--- src/rtl/serial_word_rx16.sv ---
// Serial-to-parallel word receiver with a one-word output buffer.
// Optional macro PARITY_EN adds an even-parity bit and parity_err.
module serial_word_rx16 #(
  parameter int WIDTH = 16
) (
  input  logic             clk,
  input  logic             rst,
  input  logic             start,
  input  logic             lsb_first,
  input  logic             sin,
  input  logic             sin_valid,
  input  logic             q_ready,
  output logic [WIDTH-1:0] q,
  output logic             q_valid,
  output logic             busy,
`ifdef PARITY_EN
  output logic             parity_err,
`endif
  output logic             overrun
);

  localparam int CW = $clog2(WIDTH) + 1;
  localparam logic [CW-1:0] LAST = CW'(WIDTH - 1);

`ifdef PARITY_EN
  typedef enum logic [1:0] {
    IDLE   = 2'd0,
    SHIFT  = 2'd1,
    PARITY = 2'd2
  } state_t;
`else
  typedef enum logic [1:0] {
    IDLE  = 2'd0,
    SHIFT = 2'd1
  } state_t;
`endif

  state_t          state;
  state_t          state_nx;
  logic [CW-1:0]   cnt;
  logic [WIDTH-1:0] sreg;
  logic            lsb_r;

  logic            take_bit;
  logic            last_bit;
  logic            order;
  logic [WIDTH-1:0] base;
  logic [WIDTH-1:0] sreg_nx;
  logic            complete;
  logic [WIDTH-1:0] word;
  logic            load;
`ifdef PARITY_EN
  logic            par_bit;
  logic            perr_nx;
`endif

  // Bit acceptance and the shifted register value for this cycle
  always_comb begin
    take_bit = sin_valid && (start || state == SHIFT);
    last_bit = (state == SHIFT) && !start && sin_valid
               && (cnt == LAST);
    order    = start ? lsb_first : lsb_r;
    base     = start ? '0 : sreg;
    if (order)
      sreg_nx = {sin, base[WIDTH-1:1]};
    else
      sreg_nx = {base[WIDTH-2:0], sin};
  end

`ifdef PARITY_EN
  // Word completes on the parity bit; register already holds the word
  always_comb begin
    par_bit  = (state == PARITY) && !start && sin_valid;
    complete = par_bit;
    word     = sreg;
    perr_nx  = (^sreg) ^ sin;
  end
`else
  // Word completes on the sixteenth accepted bit
  always_comb begin
    complete = last_bit;
    word     = sreg_nx;
  end
`endif

  // State register
  always_ff @(posedge clk or posedge rst) begin
    if (rst)
      state <= IDLE;
    else
      state <= state_nx;
  end

  // Next-state logic; start always restarts a frame
  always_comb begin
    state_nx = state;
    unique case (state)
      IDLE: begin
        if (start)
          state_nx = SHIFT;
      end
      SHIFT: begin
        if (start)
          state_nx = SHIFT;
        else if (last_bit)
`ifdef PARITY_EN
          state_nx = PARITY;
`else
          state_nx = IDLE;
`endif
      end
`ifdef PARITY_EN
      PARITY: begin
        if (start)
          state_nx = SHIFT;
        else if (par_bit)
          state_nx = IDLE;
      end
`endif
      default: state_nx = IDLE;
    endcase
  end

  // Status outputs decoded from the state
  always_comb begin
    busy = (state != IDLE);
  end

  // Shift register, bit counter and latched bit order
  always_ff @(posedge clk or posedge rst) begin
    if (rst) begin
      sreg  <= '0;
      cnt   <= '0;
      lsb_r <= 1'b0;
    end else if (start) begin
      lsb_r <= lsb_first;
      sreg  <= take_bit ? sreg_nx : '0;
      cnt   <= take_bit ? CW'(1) : '0;
    end else if (state == SHIFT && sin_valid) begin
      sreg <= sreg_nx;
      cnt  <= cnt + CW'(1);
    end
  end

  // A completed word loads only if the buffer is free or draining
  always_comb begin
    load = complete && (!q_valid || q_ready);
  end

  // Output buffer, valid flag and sticky overrun
  always_ff @(posedge clk or posedge rst) begin
    if (rst) begin
      q       <= '0;
      q_valid <= 1'b0;
      overrun <= 1'b0;
`ifdef PARITY_EN
      parity_err <= 1'b0;
`endif
    end else begin
      if (load) begin
        q <= word;
`ifdef PARITY_EN
        parity_err <= perr_nx;
`endif
      end
      if (complete && q_valid && !q_ready)
        overrun <= 1'b1;
      q_valid <= complete || (q_valid && !q_ready);
    end
  end

endmodule

--- config.mk ---
export PLATFORM = sky130hd
export DESIGN_NAME = serial_word_rx16
export DESIGN_NICKNAME = d
export VERILOG_FILES = /design/src/rtl/serial_word_rx16.sv
export SDC_FILE = /design/constraint.sdc
export NUM_CORES = 1
export LEC_CHECK = 0
export ABC_AREA = 1
export BUFFER_PORTS_ARGS = -buffer_cell sky130_fd_sc_hd__buf_2
export CAP_MARGIN = 20
export CORE_UTILIZATION = 38
export CTS_CLUSTER_SIZE = 40
export DETAILED_ROUTE_END_ITERATION = 8
export SKIP_LAST_GASP = 1
export SYNTH_ARGS = -nofsm -noshare
export SYNTH_HDL_FRONTEND = slang
export SYNTH_SLANG_ARGS = --single-unit
--- constraint.sdc ---
create_clock -name clk -period 2.1 [get_ports clk]
set_input_delay 0.21 -clock clk [delete_from_list [all_inputs] [get_ports clk]]
set_output_delay 0.21 -clock clk [all_outputs]
set_load 0.01 [all_outputs]
==> results of run 1 <==
## worst reg2reg max path, delay by kind of cell, from the launching register on
kind,cells,cell delay (ps)
DFF,1,370
and+or+nand+nor,5,860
adders and majority gates,2,400
## worst min path at each step
stage                   start                to  slack [ps]  depth (start not counted)
finish                    rst  q[4]$_DFFE_PP0P_          30                          3
global route              rst  q[5]$_DFFE_PP0P_          80                          3
CTS                       rst  q[6]$_DFFE_PP0P_          50                          3
detailed placement        rst  q[6]$_DFFE_PP0P_         370                          3
global placement          rst  q[3]$_DFFE_PP0P_         370                          3
floorplan           lsb_first   lsb_r$_DFF_PP0_         360                          2
## cell usage in the layout, fill, tap and decap left out, types with 2 or more instances in the layout
| cell type | n |
|---|---|
| clkbuf_8 | 5 |
| a21oi_1 | 13 |
| inv_2 | 2 |
| nor2_4 | 2 |
| o21ai_0 | 16 |
| nor2_1 | 5 |
| buf_2 | 25 |
| buf_4 | 3 |
| nand2_1 | 125 |
| nand3_1 | 4 |
| inv_1 | 19 |
| dfrtp_1 | 41 |
| clkinv_2 | 2 |
| ha_1 | 2 |
## flip-flops by register name (all words and copies together) (netlist names)
name,cells
q,16
sreg,16
cnt,5
lsb_r,1
overrun,1
q_valid,1
state,1
## power breakdown
part	total, mW	leakage (nW)	switching [mW]	internal [mW]
Combinational	0.0976	0.606	0.0722	0.0254
Sequential	0.813	0.561	0.0116	0.801
Clock	0.507	0.0439	0.278	0.229
## area by class of cell
type	instances	share of cell area (%)
clock buffers	5	3.114
inverters	22	3.964
repair buffers	28	6.682
multi-input cells	176	35.22
clock inverters	3	0.7928
well taps	67	3.794
flip-flops and latches	41	46.43
## cells by family (layout without fill, tap and decap cells)
kind of cell | Yosys count | in the layout | share of synthesized area (%)
simple gates | 140 | 140 | 29.30
flops | 41 | 41 | 52.46
compound gates | 33 | 33 | 8.765
buf+inv | 31 | 58 | 7.742
fa+ha+maj | 2 | 2 | 1.279
xor+xnor | 1 | 1 | 0.4479
## through the flow
step                      setup WS (ps)  instance area, um2
after floorplan                   586.9                1956
after global placement            457.4                2123
after detailed placement          410.7                2123
after CTS                         394.0                2210
after global routing              202.1                2210
final                             412.4                2210
## layer usage
metal	vias to the layer above	track usage [%]	wire length, um
met1	717	23.64	2028
met4	0	4.487	42
li1	820	-	-
met5	-	0	0
met2	41	25.79	1672
met3	7	4.527	161
==> impl_results.md, run 1 <==
* Worst R2R End: q[1]$_DFFE_PP0P_
* Post-CTS Setup Inserts at 0
* RSZ-0062 raised after global routing: no
* R2r setup slk at 410 ps
* Share of layout cells above drive strength 1 at 16.00%
* Initial DRC Count at 137
* First-pass DRT Iterations at 4
* Final Setup Violations at 0
* Num CTS Buffers at 5
* Post-route ant nets at 0
* Max stage delay on crit path at 370 ps
* Worst-path clk slew at 80 ps
* Syn Std Cell Area at 1956 um2
* Non-filler cells, final at 342
* Top Family by Delay on Critical Path: simple AND/OR/NAND/NOR gates
* Hpwl dp at 2695 um
* Initial antenna violation count at 0
* Final design utilization at 45.57%
* Post-CTS resize count at 0
* Share of the synthesized area in the top cell type at 52.46%
* Worst Hold Class: in -> async
* # fillers at 480
* CTS tree: built
* Clk sink count at 41
* Fin crit share at 80.36%
* Total wire length at 3905 um
* Die Span X at 73.74 um
* Crit path kind: reg -> reg
* CTS H-tree depth at 2
* Total GRT Usage at 16.91%
* Maximum buffer depth of the clock tree at 2
* Post-Syn Area per Cell at 7.886 um2
* Maximum VDD drop at 205.9 uV
* CP startpoint: cnt[0]$_DFFE_PP0P_
* CP endpoint: q[1]$_DFFE_PP0P_
* Placed Instances at 334
* WL/cell at 11.42 um
* Synthesis-to-finish area growth at 12.99%
* LEAKAGE at 1.211 nW
* Worst-Margin Slew at 520.2 ps
* Ranking of synthesized cells by area: dfrtp_1, nand2_1, o21ai_0
* IO buf count at 25
* Worst-path fanout max at 16
* IO Pins at 26
* CP Launch Type: flop
* Post-CTS Hold Fix Bufs at 0
* Yosys cell types at 22
* Global-route wire length before repair at 6975 um
* Starting density of the core at 40.34%
* RR Startpoint: cnt[0]$_DFFE_PP0P_
* Synth Net Count at 257
* DIE AREA at 5438 um2
* Via density at 4.635
* Seq cells post-synth at 41
* MaxCap Viol Count at 0
* Total grt overflow at 0
* Worst R2R Path Depth at 7
* Via Count at 1585
* RePlAce Congestion at 0.7611
* Most numerous cell in the Yosys netlist: nand2_1
* Core ar. at 4848 um2
* Critical-path cell list: ha_1 > and3_1 > ha_1 > nand4_2 > nor2_4 > nand2_1 > nand2_1
* Status: completed
* Overall power at 1.418 mW
* Ys flop type: dfrtp_1
* Bufs and invs on worst path at 0
* Smallest hold slack at 31.56 ps
* Clk root buf: clkbuf_8
* Slowest-stage cell, CP: dfrtp_1
* Leading area contributor after synthesis: dfrtp_1
* Syn. warnings at 0
* Max Slew Vio Count at 0
* Critical Path AT at 1920 ps
* Clk_lat worst skew at 290 ps
* Pwr dens at 641.6 nW/um2
* Fmax at 592.6 MHz
* Final Net Count at 283
* Gate Count Post-Synth at 248
* CP required at 2340 ps
* Multi-input gate area at 778.2 um2
* Vias in the first global route at 1492
* Seq/Total Area, Yosys at 52.46%
* Final hold violation count at 0
* Critical path depth in cells at 7
* Setup TNS at 0 ps
* Sequential cell area at 1026 um2
* Min Clock Period, post-route at 1688 ps
* ANT cells at 0
* Die extent in y at 73.74 um
* Ys async rst share at 100.0%
* Critical path capture point type: flop
* DRC Markers at 0
* Post-synth EDFFs at 0
* FP Rows at 25
* Synth top cells by count: nand2_1, dfrtp_1, inv_1
* Slew HR at 65.32%
* Largest net degree at the start of global routing at 42
* Final clock skew at 6.201 ps
No activity file was read; power rests on OpenSTA's default activity.
==> inputs of run 2 (changes only) <==
Clock period 2.1 ns to 1.6 ns, I/O delays scaled along.
==> run 2 against run 1 <==
Net effect: clock power is 58% higher; highest routed layer unchanged; register-to-register slack worse by 330 ps; core utilization is 3.0 points higher; via count is 1.1% higher; largest power group unchanged; combinational power is 50% higher; sequential cell count stayed put; maximum frequency is 12% higher; global-route usage is 0.54 points lower; power is 42% higher.
==> impl_results.md, run 2 (same netlist as run 1, synthesis figures left out) <==
* Status: completed
* Sequential cell area at 1026 um2
* IO Pins at 26
* Die Span X at 73.74 um
* Via Count at 1603
* Total GRT Usage at 16.37%
* DRC Markers at 0
* Pwr dens at 853.4 nW/um2
* Final hold violation count at 0
* CP required at 1830 ps
* Sw frac at 22.94%
* Num CTS Buffers at 5
* Cell internal pwr at 1.549 mW
* Worst setup margin at 87.17 ps
* Final clock skew at 4.542 ps
* Core ar. at 4848 um2
* Hpwl dp at 2714 um
* Reg power frac at 52.9%
* CTS H-tree depth at 2
* Min Clock Period, post-route at 1513 ps
* Crit path kind: reg -> reg
* Initial antenna violation count at 0
* CTS tree: built
* Fin crit share at 94.55%
* LEAKAGE at 1.261 nW
* Max Slew Vio Count at 0
* Clk sink count at 41
* DIE AREA at 5438 um2
* Total grt overflow at 0
* ANT cells at 0
* Share of layout cells above drive strength 1 at 19.08%
* RSZ-0062 raised after global routing: no
* Final Net Count at 292
* Clk root buf: clkbuf_8
* Commonest non-fill, non-tap cell in the layout: nand2_1
* Multi-input gate area at 807.0 um2
* MaxCap Viol Count at 0
* FP Rows at 25
* Largest net degree at the start of global routing at 42
* Total wire length at 4112 um
* Critical Path AT at 1750 ps
* Setup TNS at 0 ps
* IO buf count at 25
* Starting density of the core at 40.34%
* Die extent in y at 73.74 um
* Via density at 4.580
* Post-route ant nets at 0
* Clk_lat worst skew at 290 ps
* Worst-path fanout max at 8
* Synthesis-to-finish area growth at 20.47%
* Maximum buffer depth of the clock tree at 2
* Initial DRC Count at 130
* WL/cell at 11.75 um
* Slew HR at 66.02%
* Worst-Margin Slew at 509.6 ps
* Fmax at 661.0 MHz
* NetSw at 0.4613 mW
* Final Setup Violations at 0
* CP Launch Type: flop
* Critical path capture point type: flop
* Overall power at 2.011 mW
* Vias in the first global route at 1448
* Post-place setup slack at -50.18 ps
* Most frequent cells in the layout: nand2_1, dfrtp_1, buf_2
* Largest registers: q x16, sreg x16, cnt x5
* # fillers at 475
* Worst-path clk slew at 70 ps
* First-pass DRT Iterations at 4
* Worst Hold Class: in -> reg
* Comb pwr share at 7.2%
* Maximum VDD drop at 281.2 uV
* RePlAce Congestion at 0.7918
* Placed Instances at 338
* Global-route wire length before repair at 6679 um
* Clk pwr share at 39.8%
* Non-filler cells, final at 350
[run 2: power groups by stage]
stage          registers, mW  logic (mW)  clock network [mW]
6_report                1.06       0.146               0.801
5_1_grt                 1.07       0.165               0.862
4_1_cts                 1.06       0.143               0.827
3_5_place_dp            1.08       0.141                   0
3_3_place_gp            1.08       0.141                   0
2_1_floorplan           1.08      0.0987                   0
[run 2: worst paths after layout]
kind,end,slack (ps),from,cells after the start
worst max-delay path,q[11]$_DFFE_PP0P_,90,cnt[1]$_DFFE_PP0P_,8
worst min register to register,q[12]$_DFFE_PP0P_,480,q[12]$_DFFE_PP0P_,2
worst max register to register,q[11]$_DFFE_PP0P_,90,cnt[1]$_DFFE_PP0P_,8
min in group asynchronous,q[1]$_DFFE_PP0P_,520,rst,4
worst min-delay path,lsb_r$_DFF_PP0_,110,lsb_first,3
max in group asynchronous,q_valid$_DFF_PP0_,720,rst,4
[run 2: per-stage QoR]
stage | utilization [%] | hold slack [ps] | instance area, um2
after global placement | 44.41 | 316.2 | 2153
final | 48.59 | 109.0 | 2356
after detailed placement | 44.41 | 316.4 | 2153
after global routing | 48.59 | 145.3 | 2356
after floorplan | - | 309.9 | 1956
after CTS | 47.17 | 100.2 | 2287
[run 2: cell type report]
class,count,area share [%]
Clock buffer,5,2.921
Clock inverter,2,1.487
Inverter,22,3.717
Multi-Input combinational cell,176,34.25
Sequential cell,41,43.55
Tap cell,67,3.558
Timing Repair Buffer,37,10.52
[run 2: critical path, cell delays in order (launching register included)]
cell,delay [ps]
dfrtp_1,380
ha_2,190
and3_4,190
ha_4,140
nand4_4,90
nor2_4,180
clkbuf_16,180
nand2_1,50
nand2_1,50
[run 2: what timing repair did]
item / CTS / global route
hold buffers: 1 / 0
endpoints found under the hold margin: 37 / 0
gates cloned: 0 / 1
gates resized for setup: 0 / 5
setup buffers: 1 / 2
pin swaps: 1 / 3
endpoints found under the setup margin: 16 / 17
[run 2: metal layers]
layer / track usage, % / wire (um) / part of all wire (%) / vias up
li1: - / - / - / 832
met1: 21.24 / 2117 / 51 / 730
met2: 25.99 / 1773 / 43 / 35
met3: 4.390 / 158 / 3.8 / 6
met4: 6.197 / 62 / 1.5 / 0
met5: 0 / 0 / 0 / -
==> inputs of run 3 (changes only) <==
Settings changed: ABC_AREA 1 to unset.
==> run 3 against run 2 <==
Net effect: the flow now finishes with violations (negative setup slack); routed wire length fell by 8.9%; non-clock buffer count rose by 2; core utilization fell by 1.3 points; largest power group unchanged.
==> impl_results.md, run 3 <==
* Ys flop type: dfrtp_1
* Die Span X at 74.56 um
* Commonest non-fill, non-tap cell in the layout: dfrtp_1
* Seq/Total Area, Yosys at 51.28%
* Syn. warnings at 0
* Fin crit share at 114.5%
* Clk sink count at 41
* Hold Path Sink: lsb_r$_DFF_PP0_
* Worst Hold Class: in -> reg
* Crit path kind: reg -> reg
* FP Rows at 26
* Leading area contributor after synthesis: dfrtp_1
* Setup TNS at -3377 ps
* Synthesis-to-finish area growth at 20.01%
* Post-Syn Area per Cell at 11.70 um2
* ANT cells at 0
* Ranking of synthesized cells by area: dfrtp_1, mux2i_1, mux2_4
* Final hold violation count at 0
* Synth Net Count at 180
* First-pass DRT Iterations at 2
* Synth Area in Compound Gates at 9.006%
* RePlAce Congestion at 0.7724
* Synth top cells by count: dfrtp_1, nor2_1, mux2i_1
* RR Startpoint: cnt[0]$_DFFE_PP0P_
* Ys async rst share at 100.0%
* Post-synthesis mux area share at 20.01%
* Total GRT Usage at 14.78%
* Min Clock Period, post-route at 1832 ps
* Critical path capture point type: flop
* Worst R2R Path Depth at 7
* Worst setup margin at -232.1 ps
* Share of the synthesized area in the top cell type at 51.28%
* Num CTS Buffers at 5
* Via Count at 1307
* Post-synthesis xor/xnor area fraction at 0.4378%
* Core ar. at 5075 um2
* Syn Std Cell Area at 2001 um2
* Yosys cell types at 33
* DIE AREA at 5559 um2
* Worst-path clk slew at 80 ps
* Maximum VDD drop at 427.1 uV
* Via density at 4.770
* DRC Markers at 0
* Post-route ant nets at 0
* Worst-path fanout max at 8
* CTS tree: built
* Largest registers: q x16, sreg x16, cnt x5
* Starting density of the core at 39.42%
* Total wire length at 3747 um
* Failing checks: negative setup slack
* Max Slew Vio Count at 0
* WL/cell at 13.68 um
* Largest net degree at the start of global routing at 42
* Overall power at 2.101 mW
* Worst R2R End: q[12]$_DFFE_PP0P_
* IO Pins at 26
* Clk root buf: clkbuf_8
* Total grt overflow at 0
* MaxCap Viol Count at 0
* IO buf count at 25
* Fmax at 545.8 MHz
* Die extent in y at 74.56 um
* Worst-Margin Slew at 534.0 ps
* Status: complete, but fails checks
* Smallest hold slack at 153.1 ps
* Critical Path AT at 2010 ps
* Worst Hold Depth at 2
* LEAKAGE at 1.221 nW
* CTS H-tree depth at 2
* Initial DRC Count at 50
* CP Launch Type: flop
* Post-synth EDFFs at 0
* HP Start: lsb_first
* Global-route wire length before repair at 6113 um
* CP required at 1780 ps
* Largest family of logic cells by synthesized area: multiplexers
* Gate Count Post-Synth at 171
* Clk_lat worst skew at 290 ps
* Synth Area in Simple Gates at 12.20%
* Share of layout cells above drive strength 1 at 34.80%
* Most numerous cell in the Yosys netlist: dfrtp_1
* Final Setup Violations at 16
* Most frequent cells in the layout: dfrtp_1, nor2_1, buf_2
* Final clock skew at 7.483 ps
* R2r setup slk at -230 ps
* Final Net Count at 212
* Vias in the first global route at 1255
* Hpwl dp at 2373 um
* Initial antenna violation count at 0
* Pwr dens at 874.8 nW/um2
* Post-Synth Adder-Cell Area at 1.251%
* Slew HR at 64.40%
* Maximum buffer depth of the clock tree at 2
* RSZ-0062 raised after global routing: yes
* Seq cells post-synth at 41
==> run 3: changes by cell type after synthesis, sizes merged, moves of 2 or more <==
cell,before,now
mux2,0,18
o221a,0,2
inv,22,2
mux2i,0,16
a211oi,0,15
nor2,7,33
o21ai,17,1
nor2b,0,2
buf,9,13
a21oi,13,2
nand2,126,9
nand3,5,3
==> run 3: cells by family after synthesis <==
family,after synthesis
AND/OR/NAND/NOR,53
flip-flops,41
multiplexers,34
AO/OA/AOI/OAI,24
buffers and inverters,16
adder cells (fa/ha/maj),2
XOR/XNOR,1
==> run 3: where the power goes <==
part	switching, mW	internal [mW]	leakage, nW
Combinational	0.137	0.106	0.616
Sequential	0.0302	1.07	0.550
Clock	0.362	0.390	0.0542
Total	0.530	1.57	1.22
==> run 3: what timing repair did <==
action | CTS | global route
pin swaps | 0 | 2
hold buffers | 1 | 0
endpoints found under the hold margin | 22 | 0
resized for setup | 0 | 3
setup buffers | 0 | 1
setup endpoints to repair | 16 | 16
gates cloned | 0 | 1
==> run 3: layer usage <==
metal,global-route usage (%),wire length (um)
met1,20.24,1922
met2,22.82,1671
met3,3.388,113
met4,5.660,39
met5,0,0
==> run 3: worst max-delay path by stage <==
stage,startpoint,to,slack (ps),cells past startpoint
6_report,cnt[0]$_DFFE_PP0P_,q[12]$_DFFE_PP0P_,-230,7
5_1_grt,cnt[1]$_DFFE_PP0P_,q[9]$_DFFE_PP0P_,-300,7
4_1_cts,cnt[1]$_DFFE_PP0P_,q[12]$_DFFE_PP0P_,-230,7
3_5_place_dp,cnt[0]$_DFFE_PP0P_,q[12]$_DFFE_PP0P_,-220,7
3_3_place_gp,cnt[1]$_DFFE_PP0P_,q[9]$_DFFE_PP0P_,-160,7
2_1_floorplan,cnt[0]$_DFFE_PP0P_,q[0]$_DFFE_PP0P_,-190,8
==> run 3: stage by stage <==
step                      utilization, %  cell area, um2  instances  setup slack, ps
final                              47.31            2401        274           -232.1
after global placement             44.23            2245        263           -164.1
after floorplan                        -            2021        171           -187.3
after global routing               47.31            2401        274           -298.2
after CTS                          46.43            2356        272           -231.6
after detailed placement           44.23            2245        263           -219.4
==> run 3: layout make-up <==
| class | count | area, um2 |
|---|---|---|
| Clock buffer | 7 | 96.34 |
| Tap cell | 70 | 87.58 |
| Fill cell | 492 | 2674 |
| Multi-Input combinational cell | 114 | 890.9 |
| Sequential cell | 41 | 1026 |
| Clock inverter | 1 | 5.005 |
| Timing Repair Buffer | 39 | 287.8 |
| Inverter | 2 | 7.507 |
==> run 3: worst max-delay path, stage by stage, from the launching register on <==
cell and delay, ps:
dfrtp_1 360, ha_2 180, and3_4 190, ha_4 140
nand4b_4 120, nor2b_4 220, buf_12 170, mux2_2 340
